## src/rtl/mfp_ahb_frame_pacer.sv

```systemverilog
// AHB-Lite frame pacer: divides HCLK into ticks, counts ticks to a programmable period and raises
// a sticky frame-pending flag, a registered interrupt and a saturating overrun count per frame.

module mfp_ahb_frame_pacer #(
  parameter int unsigned DIV        = 3,
  parameter int unsigned PERIOD_W   = 24,
  parameter int unsigned PERIOD_RST = 416667
) (
  input  logic        HCLK,
  input  logic        HRESETn,
  input  logic [3:0]  HADDR,
  input  logic [1:0]  HTRANS,
  input  logic [31:0] HWDATA,
  input  logic        HWRITE,
  input  logic        HSEL,
  output logic [31:0] HRDATA,
  output logic        frame_tick,
  output logic        frame_irq
);

  localparam int unsigned PrescW = (DIV > 1) ? $clog2(DIV) : 1;
  localparam logic [PrescW-1:0] PrescLast = PrescW'(DIV - 1);

  typedef enum logic [1:0] {StIdle, StArm, StRun} state_e;

  state_e              state_q, state_d;
  logic [1:0]          addr_q, addr_d;
  logic                wr_q, wr_d;
  logic                en_q, en_d;
  logic                irq_en_q, irq_en_d;
  logic [PERIOD_W-1:0] period_q, period_d;
  logic                pend_q, pend_d;
  logic [7:0]          ovr_q, ovr_d;
  logic [15:0]         fcnt_q, fcnt_d;
  logic [PrescW-1:0]   presc_q, presc_d;
  logic [PERIOD_W-1:0] cnt_q, cnt_d;
  logic [PERIOD_W-1:0] act_q, act_d;
  logic                tick_q, tick_d;
  logic                irq_q, irq_d;
  logic [31:0]         rdata_q, rdata_d;

  logic we_ctrl, we_period, clr_pend, clr_ovr, frame_evt;
  logic unused_bits;

  assign unused_bits = ^{HADDR[1:0], HWDATA};

  always_comb begin
    addr_d    = HADDR[3:2];
    wr_d      = HSEL & HWRITE & (HTRANS != 2'b00);
    en_d      = en_q;
    irq_en_d  = irq_en_q;
    period_d  = period_q;
    pend_d    = pend_q;
    ovr_d     = ovr_q;
    fcnt_d    = fcnt_q;
    state_d   = state_q;
    presc_d   = presc_q;
    cnt_d     = cnt_q;
    act_d     = act_q;
    frame_evt = 1'b0;

    // Write decode uses the address phase captured one cycle earlier, aligned with HWDATA.
    we_ctrl   = wr_q & (addr_q == 2'd0);
    we_period = wr_q & (addr_q == 2'd1);
    clr_pend  = wr_q & (addr_q == 2'd2) & HWDATA[0];
    clr_ovr   = wr_q & (addr_q == 2'd2) & HWDATA[1];

    if (we_ctrl) begin
      en_d     = HWDATA[0];
      irq_en_d = HWDATA[1];
    end
    if (we_period) begin
      period_d = HWDATA[PERIOD_W-1:0];
    end

    unique case (state_q)
      StIdle: begin
        presc_d = '0;
        cnt_d   = '0;
        if (en_q && (period_q != '0)) state_d = StArm;
      end
      StArm: begin
        act_d   = period_q;
        presc_d = '0;
        cnt_d   = '0;
        state_d = StRun;
      end
      StRun: begin
        if (!en_q || (act_q == '0)) begin
          state_d = StIdle;
          presc_d = '0;
          cnt_d   = '0;
        end else if (presc_q == PrescLast) begin
          presc_d = '0;
          if (cnt_q == act_q - PERIOD_W'(1)) begin
            // A new PERIOD only takes effect here, at the frame wrap.
            cnt_d     = '0;
            act_d     = period_q;
            frame_evt = 1'b1;
          end else begin
            cnt_d = cnt_q + PERIOD_W'(1);
          end
        end else begin
          presc_d = presc_q + PrescW'(1);
        end
      end
      default: state_d = StIdle;
    endcase

    if (clr_pend) pend_d = 1'b0;
    if (clr_ovr)  ovr_d  = 8'd0;
    // Clears apply before the frame event; the set of PEND wins, a cleared OVERRUN stays 0.
    if (frame_evt) begin
      fcnt_d = fcnt_q + 16'd1;
      if (pend_q && !clr_pend && !clr_ovr && (ovr_q != 8'hFF)) ovr_d = ovr_q + 8'd1;
      pend_d = 1'b1;
    end

    tick_d = frame_evt;
    irq_d  = pend_q & irq_en_q;

    case (HADDR[3:2])
      2'd0:    rdata_d = {30'd0, irq_en_q, en_q};
      2'd1:    rdata_d = 32'(period_q);
      2'd2:    rdata_d = {16'd0, ovr_q, 7'd0, pend_q};
      default: rdata_d = {16'd0, fcnt_q};
    endcase
  end

  always_ff @(posedge HCLK or negedge HRESETn) begin
    if (!HRESETn) begin
      state_q  <= StIdle;
      addr_q   <= 2'd0;
      wr_q     <= 1'b0;
      en_q     <= 1'b0;
      irq_en_q <= 1'b0;
      period_q <= PERIOD_W'(PERIOD_RST);
      pend_q   <= 1'b0;
      ovr_q    <= 8'd0;
      fcnt_q   <= 16'd0;
      presc_q  <= '0;
      cnt_q    <= '0;
      act_q    <= '0;
      tick_q   <= 1'b0;
      irq_q    <= 1'b0;
      rdata_q  <= 32'd0;
    end else begin
      state_q  <= state_d;
      addr_q   <= addr_d;
      wr_q     <= wr_d;
      en_q     <= en_d;
      irq_en_q <= irq_en_d;
      period_q <= period_d;
      pend_q   <= pend_d;
      ovr_q    <= ovr_d;
      fcnt_q   <= fcnt_d;
      presc_q  <= presc_d;
      cnt_q    <= cnt_d;
      act_q    <= act_d;
      tick_q   <= tick_d;
      irq_q    <= irq_d;
      rdata_q  <= rdata_d;
    end
  end

  assign HRDATA     = rdata_q;
  assign frame_tick = tick_q;
  assign frame_irq  = irq_q;

endmodule

```

## config.mk

```make
export PLATFORM = sky130hd
export DESIGN_NAME = mfp_ahb_frame_pacer
export DESIGN_NICKNAME = d
export VERILOG_FILES = /design/src/rtl/mfp_ahb_frame_pacer.sv
export SDC_FILE = /design/constraint.sdc
export NUM_CORES = 1
export LEC_CHECK = 0
export CAP_MARGIN = 10
export CORE_ASPECT_RATIO = 0.7
export CORE_UTILIZATION = 40
export CTS_CLUSTER_SIZE = 16
export DETAILED_ROUTE_END_ITERATION = 7
export PLACE_DENSITY = 0.7
export SYNTH_ARGS = -nofsm -noshare
export SYNTH_HDL_FRONTEND = slang
export SYNTH_SLANG_ARGS = --single-unit
```

## constraint.sdc

```tcl
create_clock -name HCLK -period 4.2 [get_ports HCLK]
set_clock_uncertainty 0.1 [all_clocks]
set_input_delay 0.42 -clock HCLK [delete_from_list [all_inputs] [get_ports HCLK]]
set_output_delay 0.42 -clock HCLK [all_outputs]
set_load 0.005 [all_outputs]
```

## After elaboration in Yosys (flattened, before gate mapping)

Index checks and enable logic that the tools add are counted.

| cells by class | value |
|---|---|
| reduce and logical (&&, ||, !) cells | 21 |
| multiply operators | 0 |
| mux-type cells | 24 |
| shift-type cells | 0 |
| bitwise operators | 8 |
| divide/modulo/power cells | 0 |
| eq/ne operators | 15 |
| $lt $le $gt $ge | 0 |
| add/subtract/negate cells | 5 |

Operators with widths:

| cell | count |
|---|---|
| $mux W24 | 6 |
| $pmux W24 S2 | 2 |
| $pmux W24 S3 | 1 |
| $add A24 B1 Y24 const B | 1 |
| $eq A24 B24 Y1 | 1 |
| $logic_not A24 Y1 | 1 |
| $mux W8 | 3 |
| $reduce_bool A24 Y1 | 1 |
| $sub A24 B1 Y24 const B | 1 |
| $add A16 B1 Y16 const B | 1 |
| $ne A2 B2 Y1 const B | 5 |
| $add A8 B1 Y8 const B | 1 |
| $and A1 B1 Y1 | 8 |
| $eq A2 B2 Y1 const B | 4 |
| $mux W2 | 4 |
| $ne A8 B8 Y1 const B | 1 |
| $reduce_bool A2 Y1 | 4 |
| $eq A2 B1 Y1 const B | 3 |
| $logic_not A2 Y1 | 3 |
| $mux W1 | 6 |
| $pmux W2 S3 | 1 |
| $logic_and A1 B1 Y1 | 4 |
| $pmux W2 S2 | 1 |
| $reduce_and A2 Y1 | 2 |
| 6 further kinds | 8 |

| word-level totals | value |
|---|---|
| memories | 0 |
| register bits | 140 |
| RAM bits | 0 |
| logic and storage cells | 88 |
| bits in latches | 0 |
| output and inout bits | 34 |
| input port bits | 42 |
| memory bits (read-only) | 0 |

## Logic depth before layout (Yosys ltp)

| depth | value |
|---|---|
| depth after elaboration | 9 |
| mapped depth | 13 |
| depth with buffers taken out | 10 |

## Worst setup path after synthesis

No wires, ideal clock.

| timing | value |
|---|---|
| kind | register -> register |
| start point | register act_q[8] |
| end point | register fcnt_q[15] |
| setup slack | 0.770 ns |
| stages on the path, launching flop included | 10 |
| data required time | 4.021 ns |
| buffers on the path | 2 |
| arrival time | 3.251 ns |
| setup time | 0.079 ns |
| clock period less this slack | 3.430 ns |
| cells stage by stage | dfrtp_1 > buf_6 > or4_1 > buf_2 > or4b_4 > a211o_1 > or4_1 > a2111o_1 > nor4_2 > xor2_1 |

| on the way | value |
|---|---|
| longest elaborated chain between the ends | 6 |
| elaborated cells on any way between the ends | 8 |
| classes of those cells | add/sub: 1; eq/ne: 1; mux: 4; reduce/logical: 2 |

Ends and longest elaborated chain:

| element | line | source |
|---|---|---|
| start, declared | 37 | `logic [PERIOD_W-1:0] act_q, act_d;` |
| start signal, assigned | 159 | `act_q <= act_d;` |
| $sub A24 B1 Y24 | 95 | `if (cnt_q == act_q - PERIOD_W'(1)) begin` |
| $eq A24 B24 Y1 | 95 |  |
| $mux W1 | 95 |  |
| $mux W1 | 93 | `end else if (presc_q == PrescLast) begin` |
| $mux W1 * | 89 | `if (!en_q \|\| (act_q == '0)) begin` |
| $mux W1 * | 76 | `unique case (state_q)` |
| end signal, assigned | 156 | `fcnt_q <= fcnt_d;` |
| end, declared | 34 | `logic [15:0] fcnt_q, fcnt_d;` |

Every way passes the cells marked *; elsewhere a longest branch is shown, timed or not.
A chain may end at the register's enable or synchronous reset.

## Final worst setup path

| timing | value |
|---|---|
| start point | register act_q[8] |
| end point | register ovr_q[4] |

| on the way | value |
|---|---|
| longest elaborated chain between the ends | 7 |
| elaborated cells on any way between the ends | 9 |
| classes of those cells | add/sub: 1; eq/ne: 1; mux: 5; reduce/logical: 2 |

Ends and longest elaborated chain:

| element | line | source |
|---|---|---|
| $sub A24 B1 Y24 | 95 |  |
| $eq A24 B24 Y1 | 95 |  |
| $mux W1 | 95 |  |
| $mux W1 | 93 |  |
| $mux W1 * | 89 |  |
| $mux W1 * | 76 |  |
| $mux W8 * | 113 | `if (frame_evt) begin` |
| named net ovr_d[4] | 33 | `logic [7:0] ovr_q, ovr_d;` |
| end signal, assigned | 155 | `ovr_q <= ovr_d;` |
| end, declared | 33 |  |

Mark *: on every way through the listed nets, which the timed path passes. The rest lies on a longest branch.

==> run summary <==
result of the run - complete, but fails checks
violated checks - negative hold slack
Post-Route Setup TNS - 0 ns
Setup violations, final - 0
FF+latch count, synth - 132
Pre-Repair DR Iteration Count - 5
slew of the pin with the lowest slew margin - 1.05 ns
kind of start point of the critical path - flip-flop
share of the synthesized area in the top cell type - 44.6%
die outline area - 0.0174 mm^2
count of flip-flops with a built-in enable after synthesis - 0
switching share of total power - 33.9%
Pins Over Slew Limit - 0
Resize count post-CTS - 0
detail-routed via count per cell - 5.55
largest net degree at the start of global routing - 70
overall track demand over capacity in global routing - 21.3%
YS warnings - 0
Flop pwr share - 41.4%
net load switching power - 1.51 mW
Crit path max-delay family - simple AND/OR/NAND/NOR gates
data required time at the worst endpoint - 4.46 ns
synthesized area - 0.00674 mm^2
violation count after the first detailed-route iteration - 432
first-pass GRT wire length - 27,800 um
Hold Buf Count CTS - 0
global placer's final weighted congestion - 0.962
clock root cell - sky130_fd_sc_hd__clkbuf_16
floorplan row count - 39
period utilisation layout - 87.9%
FFs w/ async S/R, synth - 100%
Final Hold Slack - -0.0219 ns
top flip-flop cell by instance count after synthesis - sky130_fd_sc_hd__dfrtp_1
number of antenna-violating nets in the routed design - 0
fraction of layout cells with a size suffix above 1 - 17.9%
growth of design area from synthesis to finish - 20.7%
maximum single-stage delay on the critical path - 0.71 ns
Min Clock Period, post-route - 3.69 ns
CP Buf/Inv Count - 1
sort of element at the end of the critical path - flip-flop
Initial Util - 41.1%
total vias in the final route - 5,121
TritonCTS clock tree - built
Final #Nets - 731
post-layout instance count excluding filler cells - 922
type of the most critical hold path - input pin to asynchronous set/reset pin
Worst path depth - 9
number of post-CTS setup repair buffers - 0
clock buffer depth - 2
clock slew at the register clock pins of the worst setup and hold paths - 0.07 ns
Critical Path Fanout Max - 26
setup repair after global routing missed its margin - false
number of distinct library cell variants in the gate-level netlist after synthesis - 63
post-synthesis cell type with the largest combined area - sky130_fd_sc_hd__dfrtp_1
detailed-route wire length per cell - 18.7 um
worst reg2reg path depth - 9
highest ir drop seen on vdd - 292 uV
initial antenna violation count - 1
data arrival at the endpoint of the critical path - 3.95 ns
part of the Yosys area used for sequential elements - 49.2%
power density over cell area - 548 mW/mm^2
leakage - 3.38 nW
CORE AREA - 0.0164 mm^2
Power Total - 4.46 mW
clock group share of total power - 34.0%
per-instance average area after synthesis - 10.8 um^2
Post-DP HPWL - 12,600 um
Port Buffers - 57
cell count after synthesis - 622
Maximum Capacitance Violations - 0
overall routed net length - 17,300 um
commonest non-fill, non-tap cells in the layout - sky130_fd_sc_hd__dfrtp_1 (120), sky130_fd_sc_hd__mux2_2 (59), sky130_fd_sc_hd__clkdlybuf4s50_1 (56)
post-route DRC violation count - 0
overall overflow remaining after global route - 0
number of diodes added for antenna fixing - 0
vias in the first global route - 4,945
type of the setup path with the least slack - flip-flop to flip-flop
clock sink count - 132
I/O pin cnt - 76
top cells by area in the synthesized netlist - sky130_fd_sc_hd__dfrtp_1 (45%), sky130_fd_sc_hd__mux2_2 (9.9%), sky130_fd_sc_hd__dfstp_2 (4.7%)
number of cells in the design after placement - 890
internal power of the cells - 2.95 mW
Die Ht - 111 um
Gate power share - 24.6%
worst-skew pair later-pin latency - 0.43 ns
CP Cell Sequence - or4_1 -> or4b_4 -> a21oi_1 -> o211ai_1 -> a2111oi_2 -> nand4_2 -> buf_4 -> or4_1 -> a21oi_1
achievable clock frequency - 0.271 GHz
number of H-tree levels - 4
most common cell after layout, fill and taps aside - sky130_fd_sc_hd__dfrtp_1
max-slew headroom at the worst pin - 29.0%
critical-path cell with the highest stage delay - sky130_fd_sc_hd__or4_1
final hold violations - 3
x dimension of the die - 157 um
number of clock buffers inserted by TritonCTS - 17
[synth_stat cells (8+ instances only)]
| cell | number |
|---|---|
| sky130_fd_sc_hd__nor2_1 | 50 |
| sky130_fd_sc_hd__nand2_1 | 31 |
| sky130_fd_sc_hd__nand4_1 | 17 |
| sky130_fd_sc_hd__dfstp_2 | 12 |
| sky130_fd_sc_hd__inv_1 | 14 |
| sky130_fd_sc_hd__nand3_1 | 29 |
| sky130_fd_sc_hd__and3_1 | 8 |
| sky130_fd_sc_hd__mux2_2 | 59 |
| sky130_fd_sc_hd__mux2i_1 | 13 |
| sky130_fd_sc_hd__and2_1 | 12 |
| sky130_fd_sc_hd__nor4_1 | 19 |
| sky130_fd_sc_hd__buf_4 | 9 |
| sky130_fd_sc_hd__or4_1 | 9 |
| sky130_fd_sc_hd__a22o_1 | 8 |
| sky130_fd_sc_hd__a21oi_1 | 10 |
| sky130_fd_sc_hd__nor2b_1 | 12 |
| sky130_fd_sc_hd__xor2_1 | 36 |
| sky130_fd_sc_hd__nand2b_1 | 9 |
| sky130_fd_sc_hd__dfrtp_1 | 120 |
| sky130_fd_sc_hd__clkbuf_1 | 18 |
| sky130_fd_sc_hd__xnor2_1 | 26 |
| sky130_fd_sc_hd__nor3_1 | 17 |
[power by group through the flow]
| stage | clock network [mW] | registers, mW | logic, mW |
|---|---|---|---|
| 2_1_floorplan | 0 | 1.71 | 0.833 |
| 3_3_place_gp | 0 | 1.85 | 1.04 |
| 3_5_place_dp | 0 | 1.87 | 1.07 |
| 4_1_cts | 1.53 | 1.84 | 1.08 |
| 5_1_grt | 1.60 | 1.89 | 1.20 |
| 6_report | 1.52 | 1.85 | 1.10 |
[metrics by stage]
step                hold slack, ns  instance area, um^2  utilization, %  setup slack [ns]
finish                     -0.0219                 8140            49.6             0.510
global route                0.0591                 8140            49.6             0.285
CTS                         0.0306                 8140            49.6             0.497
detailed placement           0.384                 7540            46.0             0.541
global placement             0.378                 7540            46.0             0.555
floorplan                   0.0244                 6770               -             0.770
[worst reg2reg max path: stages, from the launching register on]
cell and delay, ns:
sky130_fd_sc_hd__dfrtp_1 0.48, sky130_fd_sc_hd__or4_1 0.71, sky130_fd_sc_hd__or4b_4 0.59, sky130_fd_sc_hd__a21oi_1 0.15, sky130_fd_sc_hd__o211ai_1 0.14, sky130_fd_sc_hd__a2111oi_2 0.34, sky130_fd_sc_hd__nand4_2 0.17, sky130_fd_sc_hd__buf_4 0.27
sky130_fd_sc_hd__or4_1 0.51, sky130_fd_sc_hd__a21oi_1 0.15
[cells by family after synthesis]
| group | count (synthesis) | synth area share (%) |
|---|---|---|
| xor gates and xnor gates | 62 | 8.06 |
| buffers and inverters | 49 | 3.43 |
| adders and majority gates | 5 | 0.928 |
| muxes | 73 | 12.1 |
| other | 1 | 0.0556 |
| AOI/OAI and AO/OA | 60 | 6.50 |
| and+or+nand+nor | 240 | 19.7 |
| DFF | 132 | 49.2 |
[path summary, 6_finish.rpt]
kind / startpoint / endpoint / slack (ns)
min in group HCLK: fcnt_q[11] / fcnt_q[11] / 0.41
hold reg to reg: fcnt_q[11] / fcnt_q[11] / 0.41
max in group asynchronous: HRESETn / period_q[1] / 2.98
hold / removal: HRESETn / fcnt_q[4] / -0.02
setup reg to reg: act_q[8] / ovr_q[4] / 0.51
setup / recovery: act_q[8] / ovr_q[4] / 0.51
[final cells by class]
class                   instances  area (um^2)
inverters                      14         52.6
flip-flops and latches        132         3320
well taps                     225          282
fillers                      1476         8260
clock buffers                  18          429
repair buffers                 71          673
multi-input cells             448         3220
clock inverters                14          165
[flip-flops by register name, summed over array words and instances, names as in the netlist, 2 cells and up]
register	cells
cnt_q	24
period_q	24
addr_q	2
HRDATA	24
state_q	2
presc_q	2
act_q	24
ovr_q	8
fcnt_q	16
[per-layer routing]
layer | GRT usage (%) | wire length [um] | vias to the layer above
met4 | 5.31 | 212 | 0
met3 | 7.30 | 1500 | 24
met2 | 27.9 | 7000 | 157
li1 | - | - | 2347
met5 | 0 | 0 | -
met1 | 32.8 | 8580 | 2593
No activity file was read; power rests on OpenSTA's default activity.
